<file path="src/rtl/toy_pack.sv">
// Shared types and sizing for the in-order instruction fetch reorder buffer.
package toy_pack;

    localparam int unsigned ICACHE_REQ_TXNID_WIDTH     = 4;
    localparam int unsigned ICACHE_UPSTREAM_DATA_WIDTH = 64;
    localparam int unsigned REQ_ADDR_WIDTH             = 32;
    localparam int unsigned UPSTREAM_OPCODE_WIDTH      = 4;

    // Must be a power of two and fit in the txnid space.
    localparam int unsigned FETCH_ROB_DEPTH     = 8;
    localparam int unsigned FETCH_ROB_PTR_WIDTH = $clog2(FETCH_ROB_DEPTH);

    localparam logic [UPSTREAM_OPCODE_WIDTH-1:0] UPSTREAM_OPCODE = 4'h4;

    typedef logic [REQ_ADDR_WIDTH-1:0] req_addr_t;

    // Request payload towards the icache rxreq channel.
    typedef struct packed {
        req_addr_t                         addr;
        logic [ICACHE_REQ_TXNID_WIDTH-1:0] txnid;
        logic [UPSTREAM_OPCODE_WIDTH-1:0]  opcode;
    } pc_req_t;

    // Payload held per rob slot; control flags live in separate vectors.
    typedef struct packed {
        req_addr_t                             addr;
        logic [ICACHE_UPSTREAM_DATA_WIDTH-1:0] data;
    } rob_entry_t;

    // Pointer with one extra wrap bit above the slot index.
    typedef logic [FETCH_ROB_PTR_WIDTH:0] rob_ptr_t;

endpackage

</file>
<file path="src/rtl/icache_fetch_rob.sv">
// Fetch reorder buffer: tags icache requests with the rob slot index, accepts
// out-of-order line returns and hands lines to decode in request order.
// Flush turns in-flight slots into zombies whose late returns are swallowed.
module icache_fetch_rob
    import toy_pack::*;
(
    input  logic                                  clk,
    input  logic                                  rst_n,
    input  logic                                  flush,
    input  logic                                  fetch_req_vld,
    output logic                                  fetch_req_rdy,
    input  req_addr_t                             fetch_req_addr,
    output logic                                  icache_req_vld,
    input  logic                                  icache_req_rdy,
    output pc_req_t                               icache_req_pld,
    input  logic                                  icache_rsp_vld,
    input  logic [ICACHE_UPSTREAM_DATA_WIDTH-1:0] icache_rsp_data,
    input  logic [ICACHE_REQ_TXNID_WIDTH-1:0]     icache_rsp_txnid,
    output logic                                  fetch_rsp_vld,
    input  logic                                  fetch_rsp_rdy,
    output logic [ICACHE_UPSTREAM_DATA_WIDTH-1:0] fetch_rsp_data,
    output req_addr_t                             fetch_rsp_addr,
    output logic [FETCH_ROB_PTR_WIDTH:0]          rob_cnt,
    output logic                                  rsp_err
);

    localparam int unsigned DEPTH = FETCH_ROB_DEPTH;
    localparam int unsigned PTR_W = FETCH_ROB_PTR_WIDTH;
    localparam int unsigned TID_W = ICACHE_REQ_TXNID_WIDTH;

    if ((DEPTH & (DEPTH - 1)) != 0 || DEPTH > (1 << TID_W)) begin : g_depth_chk
        $error("FETCH_ROB_DEPTH must be a power of two within the txnid space");
    end

    rob_ptr_t         r_head;
    rob_ptr_t         r_tail;
    logic [DEPTH-1:0] r_alloc;
    logic [DEPTH-1:0] r_done;
    logic [DEPTH-1:0] r_zombie;
    logic             r_rsp_err;
    rob_entry_t       r_entry [DEPTH];

    logic [PTR_W-1:0] w_head_idx;
    logic [PTR_W-1:0] w_tail_idx;
    logic [PTR_W-1:0] w_rsp_idx;
    logic             w_full;
    logic             w_tail_free;
    logic             w_fire;
    logic             w_drain;
    logic             w_rsp_in_range;
    logic             w_rsp_hit;
    logic             w_rsp_zombie;
    logic             w_rsp_bad;
    logic [DEPTH-1:0] w_alloc_nxt;
    logic [DEPTH-1:0] w_done_nxt;
    logic [DEPTH-1:0] w_zombie_nxt;
    logic             w_rsp_err_nxt;

    assign w_head_idx = r_head[PTR_W-1:0];
    assign w_tail_idx = r_tail[PTR_W-1:0];
    assign rob_cnt    = r_tail - r_head;
    assign w_full     = (rob_cnt == (PTR_W+1)'(DEPTH));

    // Tail slot can take a new fetch: not full, not awaiting a zombie return, not flushing.
    assign w_tail_free    = rst_n && !w_full && !r_zombie[w_tail_idx] && !flush;
    assign fetch_req_rdy  = icache_req_rdy && w_tail_free;
    assign icache_req_vld = fetch_req_vld && w_tail_free;
    assign w_fire         = fetch_req_vld && fetch_req_rdy;
    assign icache_req_pld = pc_req_t'{addr:   fetch_req_addr,
                                      txnid:  TID_W'(w_tail_idx),
                                      opcode: UPSTREAM_OPCODE};

    // Output only from registered slot state; a return is visible the cycle after it lands.
    assign fetch_rsp_vld  = r_alloc[w_head_idx] && r_done[w_head_idx] && !flush;
    assign fetch_rsp_data = r_entry[w_head_idx].data;
    assign fetch_rsp_addr = r_entry[w_head_idx].addr;
    assign w_drain        = fetch_rsp_vld && fetch_rsp_rdy;
    assign rsp_err        = r_rsp_err;

    // Classify the incoming icache return against the slot it names.
    assign w_rsp_in_range = ((TID_W+1)'(icache_rsp_txnid) < (TID_W+1)'(DEPTH));
    assign w_rsp_idx      = icache_rsp_txnid[PTR_W-1:0];
    assign w_rsp_hit      = icache_rsp_vld && w_rsp_in_range &&
                            r_alloc[w_rsp_idx] && !r_done[w_rsp_idx];
    assign w_rsp_zombie   = icache_rsp_vld && w_rsp_in_range && r_zombie[w_rsp_idx];
    assign w_rsp_bad      = icache_rsp_vld && !w_rsp_hit && !w_rsp_zombie;

    // Next-state of the per-slot flags: return, drain and alloc combine; flush overrides.
    always_comb begin
        w_alloc_nxt   = r_alloc;
        w_done_nxt    = r_done;
        w_zombie_nxt  = r_zombie;
        w_rsp_err_nxt = r_rsp_err || w_rsp_bad;
        if (w_rsp_zombie) begin
            w_zombie_nxt[w_rsp_idx] = 1'b0;
        end
        if (flush) begin
            // In-flight slots go zombie unless their line is landing right now.
            for (int i = 0; i < int'(DEPTH); i++) begin
                if (r_alloc[i] && !r_done[i] && !(w_rsp_hit && w_rsp_idx == PTR_W'(i))) begin
                    w_zombie_nxt[i] = 1'b1;
                end
            end
            w_alloc_nxt = '0;
            w_done_nxt  = '0;
        end else begin
            if (w_rsp_hit) begin
                w_done_nxt[w_rsp_idx] = 1'b1;
            end
            if (w_drain) begin
                w_alloc_nxt[w_head_idx] = 1'b0;
                w_done_nxt[w_head_idx]  = 1'b0;
            end
            if (w_fire) begin
                w_alloc_nxt[w_tail_idx] = 1'b1;
                w_done_nxt[w_tail_idx]  = 1'b0;
            end
        end
    end

    // Pointer and flag registers; flush snaps head onto tail.
    always_ff @(posedge clk or negedge rst_n) begin
        if (!rst_n) begin
            r_head    <= '0;
            r_tail    <= '0;
            r_alloc   <= '0;
            r_done    <= '0;
            r_zombie  <= '0;
            r_rsp_err <= 1'b0;
        end else begin
            r_tail    <= r_tail + (PTR_W+1)'(w_fire);
            r_head    <= flush ? r_tail : r_head + (PTR_W+1)'(w_drain);
            r_alloc   <= w_alloc_nxt;
            r_done    <= w_done_nxt;
            r_zombie  <= w_zombie_nxt;
            r_rsp_err <= w_rsp_err_nxt;
        end
    end

    // Payload flops, deliberately unreset: address on alloc, line data on a live return.
    always_ff @(posedge clk) begin
        if (w_fire) begin
            r_entry[w_tail_idx].addr <= fetch_req_addr;
        end
        if (w_rsp_hit && !flush) begin
            r_entry[w_rsp_idx].data <= icache_rsp_data;
        end
    end

endmodule

</file>
<file path="config.mk">
export PLATFORM = sky130hd
export DESIGN_NAME = icache_fetch_rob
export DESIGN_NICKNAME = d
export VERILOG_FILES = /design/src/rtl/toy_pack.sv /design/src/rtl/icache_fetch_rob.sv
export SDC_FILE = /design/constraint.sdc
export NUM_CORES = 1
export LEC_CHECK = 0
export ABC_AREA = 1
export CAP_MARGIN = 20
export CELL_PAD_IN_SITES_DETAIL_PLACEMENT = 0
export CELL_PAD_IN_SITES_GLOBAL_PLACEMENT = 1
export CORE_ASPECT_RATIO = 1.1
export CORE_UTILIZATION = 52
export CTS_CLUSTER_DIAMETER = 30
export DETAILED_ROUTE_END_ITERATION = 10
export PLACE_DENSITY = 0.91
export SYNTH_ARGS = -nofsm -noshare
export SYNTH_HDL_FRONTEND = slang
export SYNTH_SLANG_ARGS = --single-unit
</file>
<file path="constraint.sdc">
create_clock -name clk -period 13.93 [get_ports clk]
set_clock_uncertainty 0.2 [all_clocks]
set_input_delay 1.393 -clock clk [delete_from_list [all_inputs] [get_ports clk]]
set_output_delay 1.393 -clock clk [all_outputs]
set_load 0.005 [all_outputs]
</file>
==> results.toml, run 1 <==
[synthesis]
yosysTopAreaCellShare = 0.761
synth_top_cell_by_area = "edfxtp_1"
synth_area_um2 = 30300
syn_area_per_cell_um2 = 14.8
synth_edf_count = 768
synthCells = 2052
yosys_warnings = 0
ys_ff_latch = 801
ys_seq_area_frac = 0.788
synth.top_cells.by_count = "edfxtp_1 (768), nand2_1 (447), a22oi_1 (135)"
synth_ff_type = "edfxtp_1"
synthArstFlopShare = 0.0412
synth_most_common_cell = "edfxtp_1"
synth.area.top_cells = "edfxtp_1 (76%), nand2_1 (5.5%), a22oi_1 (3.3%), dfrtp_1 (2.7%), nand4_1 (2.2%)"
yosysUniqueCellTypes = 35

[worst_setup_path]
path_class = "flip-flop to output pin"
worstPathMaxFanout = 72
cp.required_ns = 12.34
critPathTopFamily = "buffers and inverters"
critPathBufInv = 4
cp.arrival_ns = 4.57
cp_common_cell = "nand2_1"
critPathCaptureType = "output pin"
crit_chain = "inv_2 -> nor2_4 -> buf_4 -> nand2_1 -> o21ai_0 -> nor2_1 -> nand2_2 -> nand2_1 -> inv_1 -> clkdlybuf4s50_1"
crit_slowest_cell = "buf_4"
max_stage_delay_ns = 0.97
worst_setup_path_start_kind = "flip-flop"

[timing]
setup_violations = 0
fin_crit_ns = 6.16
fmax_mhz = 162
relSlewSlack = 0.234
tns_ns = 0
hold_viol_final = 0
rsz0062_at_grt = "false"
slew_viol_final = 0
tightestPinTransition_ns = 1.15
hold_slack_ns = 0.259
period_share = 0.442

[cts]
cts.sinks = 801
insertion_delay_ns = 0.70
post_cts_resized = 0
clk_pin_slew_ns = 0.05
hold_buffers = 0
clock_tree.root_cell = "clkbuf_16"
numCtsBuffers = 133
postCtsSetupBuffers = 0
cts_buffer_depth = 3
ctsHtreeMaxLevel = 4
cts_tree = "built"

[drt]
drtIter0Drc = 2075
wl_mm = 79.4
viasPerCell = 5.96
drc_errors = 0
vias = 19100
dr.pass1.iters = 6
antenna_left = 0
wl_per_cell_um = 24.8

[finish]
synthToLayoutAreaGrowth_pct = 25.4
fin_util = 0.662
layout.nets = 2451
design_area_um2 = 38000
drive_gt1_frac = 0.121

[place]
port_buffers = 245
post_dp_cell_area_um2 = 33400
dp_hpwl_mm = 41.4
gp_congestion = 0.943

[pwr]
leakage_nw = 13.2
vdd_drop_max_mv = 0.127
powerDensity_nw_per_um2 = 198

[die]
dieArea_um2 = 59300
core_area_um2 = 57400
rows = 92
die_h_um = 255
start_util = 0.528
die_x_um = 232
ioPinCount = 251

[grt]
grt-ovfl-total = 0
grt_pass1_wl_mm = 115
grt_antenna_before_repair = 7
grt_max_degree = 73
grt_pass1_vias = 19100
grt_usage = 0.269

[run]
cap_violations = 0

[worst_hold_path]
worst_hold_path_type = "flip-flop to flip-flop"

[run_status]
status = "finished clean"
-- final timing paths --
path	from	to	slack, ns	cells after the start
setup / recovery	r_head[0]	fetch_rsp_vld	7.77	10
hold / removal	rsp_err	rsp_err	0.26	2
setup reg to reg	r_head[0]	r_head[1]	9.50	13
hold reg to reg	rsp_err	rsp_err	0.26	2
max in group asynchronous	rst_n	r_tail[2]	12.24	2
min in group asynchronous	rst_n	rsp_err	0.92	2
-- metal layers --
layer / up-vias / GRT usage / wire length [um]
met5: - / 0 / 77
met4: 10 / 0.110 / 2250
met3: 170 / 0.0621 / 6970
met2: 1098 / 0.445 / 39600
met1: 9563 / 0.344 / 30600
li1: 8240 / - / -
-- worst register-to-register path, cell delays in order (launching register included) --
cell and delay, ns:
dfrtp_1 0.78, inv_2 0.25, nor2_4 0.69, buf_4 0.97, nand2_1 0.12, o21ai_0 0.12
nor2_1 0.08, nand2_2 0.15, nand2_1 0.13, nor2_1 0.16, ha_1 0.22, ha_1 0.24
nand2_1 0.07, o21ai_0 0.10
-- stage by stage --
stage	std cells	setup WS [ns]	power (W)
2_1_floorplan	2055	6.61	0.00340
3_3_place_gp	2953	8.62	0.00421
3_5_place_dp	2953	8.54	0.00423
4_1_cts	3197	7.77	0.00756
5_1_grt	3199	7.55	0.00776
6_report	3200	7.77	0.00753
-- cell usage in the layout (no fill, tap or decap), drive strengths merged, types with 3 or more instances in the layout --
master,n
a21oi,9
a221oi,52
a22o,31
a22oi,135
and3,12
buf,32
bufinv,17
clkbuf,149
clkdlybuf4s50,245
clkinv,38
clkinvlp,16
conb,5
dfrtp,33
diode,3
edfxtp,768
ha,7
inv,138
nand2,449
nand3,46
nand4,107
nor2,112
nor3,5
o2111a,5
o21ai,23
-- layout make-up --
class	count	area (um^2)
Timing Repair Buffer	277	2690
Multi-Input combinational cell	1009	5430
Antenna cell	3	7.51
Clock buffer	149	3480
Clock inverter	95	1120
Inverter	114	435
Tap cell	752	941
Sequential cell	801	23900
Fill cell	3720	19400
-- power breakdown --
part           total (W)  switching [W]  internal [W]  leakage, nW
registers        0.00271      0.0000371       0.00267         7.34
clock network    0.00333        0.00118       0.00215         2.21
logic            0.00149       0.000835      0.000657         3.62
-- state kept, by name, summed over array words and instances (netlist names) --
| register | cells |
|---|---|
| r_alloc | 8 |
| r_done | 8 |
| r_entry | 768 |
| r_head | 4 |
| r_tail | 4 |
| r_zombie | 8 |
| rsp_err | 1 |
-- kinds of logic after synthesis --
kind of cell | Yosys count | synth area share
flip-flops | 801 | 0.788
AND/OR/NAND/NOR | 733 | 0.104
AO/OA/AOI/OAI | 259 | 0.0655
buffers and inverters | 245 | 0.0374
adder cells (fa/ha/maj) | 8 | 0.00355
XOR/XNOR | 4 | 0.00116
other | 2 | 0.000248
No activity file was read; power rests on OpenSTA's default activity.
==> run 2: changes to the inputs <==
--- a/config.mk
+++ b/config.mk
@@ -10,10 +10,10 @@
 export CELL_PAD_IN_SITES_DETAIL_PLACEMENT = 0
 export CELL_PAD_IN_SITES_GLOBAL_PLACEMENT = 1
 export CORE_ASPECT_RATIO = 1.1
-export CORE_UTILIZATION = 52
+export CORE_UTILIZATION = 44
 export CTS_CLUSTER_DIAMETER = 30
 export DETAILED_ROUTE_END_ITERATION = 10
-export PLACE_DENSITY = 0.91
+export PLACE_DENSITY = 0.83
 export SYNTH_ARGS = -nofsm -noshare
 export SYNTH_HDL_FRONTEND = slang
 export SYNTH_SLANG_ARGS = --single-unit
==> constraint.sdc (replaced) <==
create_clock -name clk -period 5.2 [get_ports clk]
set_clock_uncertainty 0.2 [all_clocks]
set_input_delay 0.52 -clock clk [delete_from_list [all_inputs] [get_ports clk]]
set_output_delay 0.52 -clock clk [all_outputs]
set_load 0.005 [all_outputs]
==> results.toml, run 2 (synthesis results as in run 1) <==
[place]
placed_cells = 3134
pre_cts_ws_ns = 1.30
post_dp_cell_area_um2 = 34000
port_buffers = 245
dp_hpwl_mm = 44.4
gp_congestion = 0.857

[worst_setup_path]
path_class = "flip-flop to output pin"
cp_num_cells = 6
cp.arrival_ns = 4.03
critPathCaptureType = "output pin"
cp.required_ns = 4.48
critPathTopFamily = "buffers and inverters"
critPathBufInv = 3
cp_common_cell = "nand3_1"
max_stage_delay_ns = 0.82
worstPathMaxFanout = 47
worst-r2r-setup-slack_ns = 1.36
reg2reg_depth = 10
crit_slowest_cell = "dfrtp_1"
worst_setup_path_start_kind = "flip-flop"
crit_chain = "inv_2 -> nand3_1 -> inv_4 -> a221oi_1 -> nand3_1 -> clkdlybuf4s50_1"

[grt]
grt_max_degree = 60
grt-ovfl-total = 0
grt_pass1_vias = 19000
grt_antenna_before_repair = 8
grt_usage = 0.229
grt_pass1_wl_mm = 117

[finish]
instances_no_fill = 3376
layout.nets = 2464
design_area_um2 = 38500
largest_reg_flops = 768
top_register = "r_entry"
synthToLayoutAreaGrowth_pct = 27.0
drive_gt1_frac = 0.125
mostFrequentLayoutCell = "edfxtp_1"
layout_common_cells = "edfxtp_1 (768), nand2_1 (447), clkdlybuf4s50_1 (245)"

[drt]
wl_mm = 79.7
dr.pass1.iters = 5
antenna_left = 0
vias = 18600
wl_per_cell_um = 23.6
drtIter0Drc = 1646
drc_errors = 0
viasPerCell = 5.50

[run]
cap_violations = 0

[cts]
clk_pin_slew_ns = 0.05
post_cts_resized = 0
cts.sinks = 801
numCtsBuffers = 131
clock_tree.root_cell = "clkbuf_16"
cts_buffer_depth = 3
postCtsSetupBuffers = 0
ctsHtreeMaxLevel = 4
hold_buffers = 0
insertion_delay_ns = 0.71
cts_tree = "built"

[timing]
tightestPinTransition_ns = 0.984
fmax_mhz = 210
relSlewSlack = 0.343
fin_ws_ns = 0.446
rsz0062_at_grt = "false"
hold_viol_final = 0
slew_viol_final = 0
setup_violations = 0
period_share = 0.914
fin_crit_ns = 4.75
hold_slack_ns = 0.132
tns_ns = 0

[die]
dieArea_um2 = 69900
start_util = 0.446
die_x_um = 252
core_area_um2 = 67900
ioPinCount = 251
rows = 100
die_h_um = 277

[pwr]
vdd_drop_max_mv = 0.343
leakage_nw = 13.2
powerDensity_nw_per_um2 = 520

[worst_hold_path]
worst_hold_path_type = "input pin to asynchronous set/reset pin"

[run_status]
status = "finished clean"
-- run 2: cell types whose count changed in the layout (fill, tap and decap cells not counted), sizes merged --
cell / before / now
buf: 32 / 47
clkbuf: 149 / 144
bufinv: 17 / 13
clkinvlp: 16 / 20
diode: 3 / 4
inv: 138 / 137
-- run 2: path summary, 6_finish.rpt --
check                           from            endpoint
min                            rst_n             rsp_err
max reg2reg                r_head[0]      r_entry[3][78]
min in group clk             rsp_err             rsp_err
min reg2reg                  rsp_err             rsp_err
max                        r_head[0]  fetch_rsp_data[50]
max in group asynchronous      rst_n           r_done[0]
-- run 2: layer usage --
layer / share of wire / wire length [um] / up-vias / GRT usage
met4: 0.031 / 2450 / 8 / 0.0971
met5: 0.00073 / 58 / - / 0
li1: - / - / 8272 / -
met1: 0.39 / 31000 / 9288 / 0.288
met3: 0.086 / 6830 / 148 / 0.0579
met2: 0.49 / 39300 / 859 / 0.377
-- run 2: cell type report --
class / instances / area [um^2]
Clock buffer: 144 / 3380
Antenna cell: 4 / 10.0
Clock inverter: 94 / 1130
Multi-Input combinational cell: 1009 / 5430
Fill cell: 5135 / 29500
Inverter: 114 / 435
Timing Repair Buffer: 292 / 3060
Sequential cell: 801 / 23900
Tap cell: 918 / 1150
-- run 2: through the flow --
step           utilization  total power [W]
6_report             0.566           0.0200
5_1_grt              0.566           0.0207
4_1_cts              0.566           0.0201
3_5_place_dp         0.500           0.0115
3_3_place_gp         0.500           0.0114
2_1_floorplan            -          0.00911
-- run 2: power breakdown --
part	switching, W	internal, W	total [W]
logic	0.00225	0.00183	0.00408
clock network	0.00320	0.00547	0.00866
registers	0.000102	0.00717	0.00727
total	0.00555	0.0145	0.0200
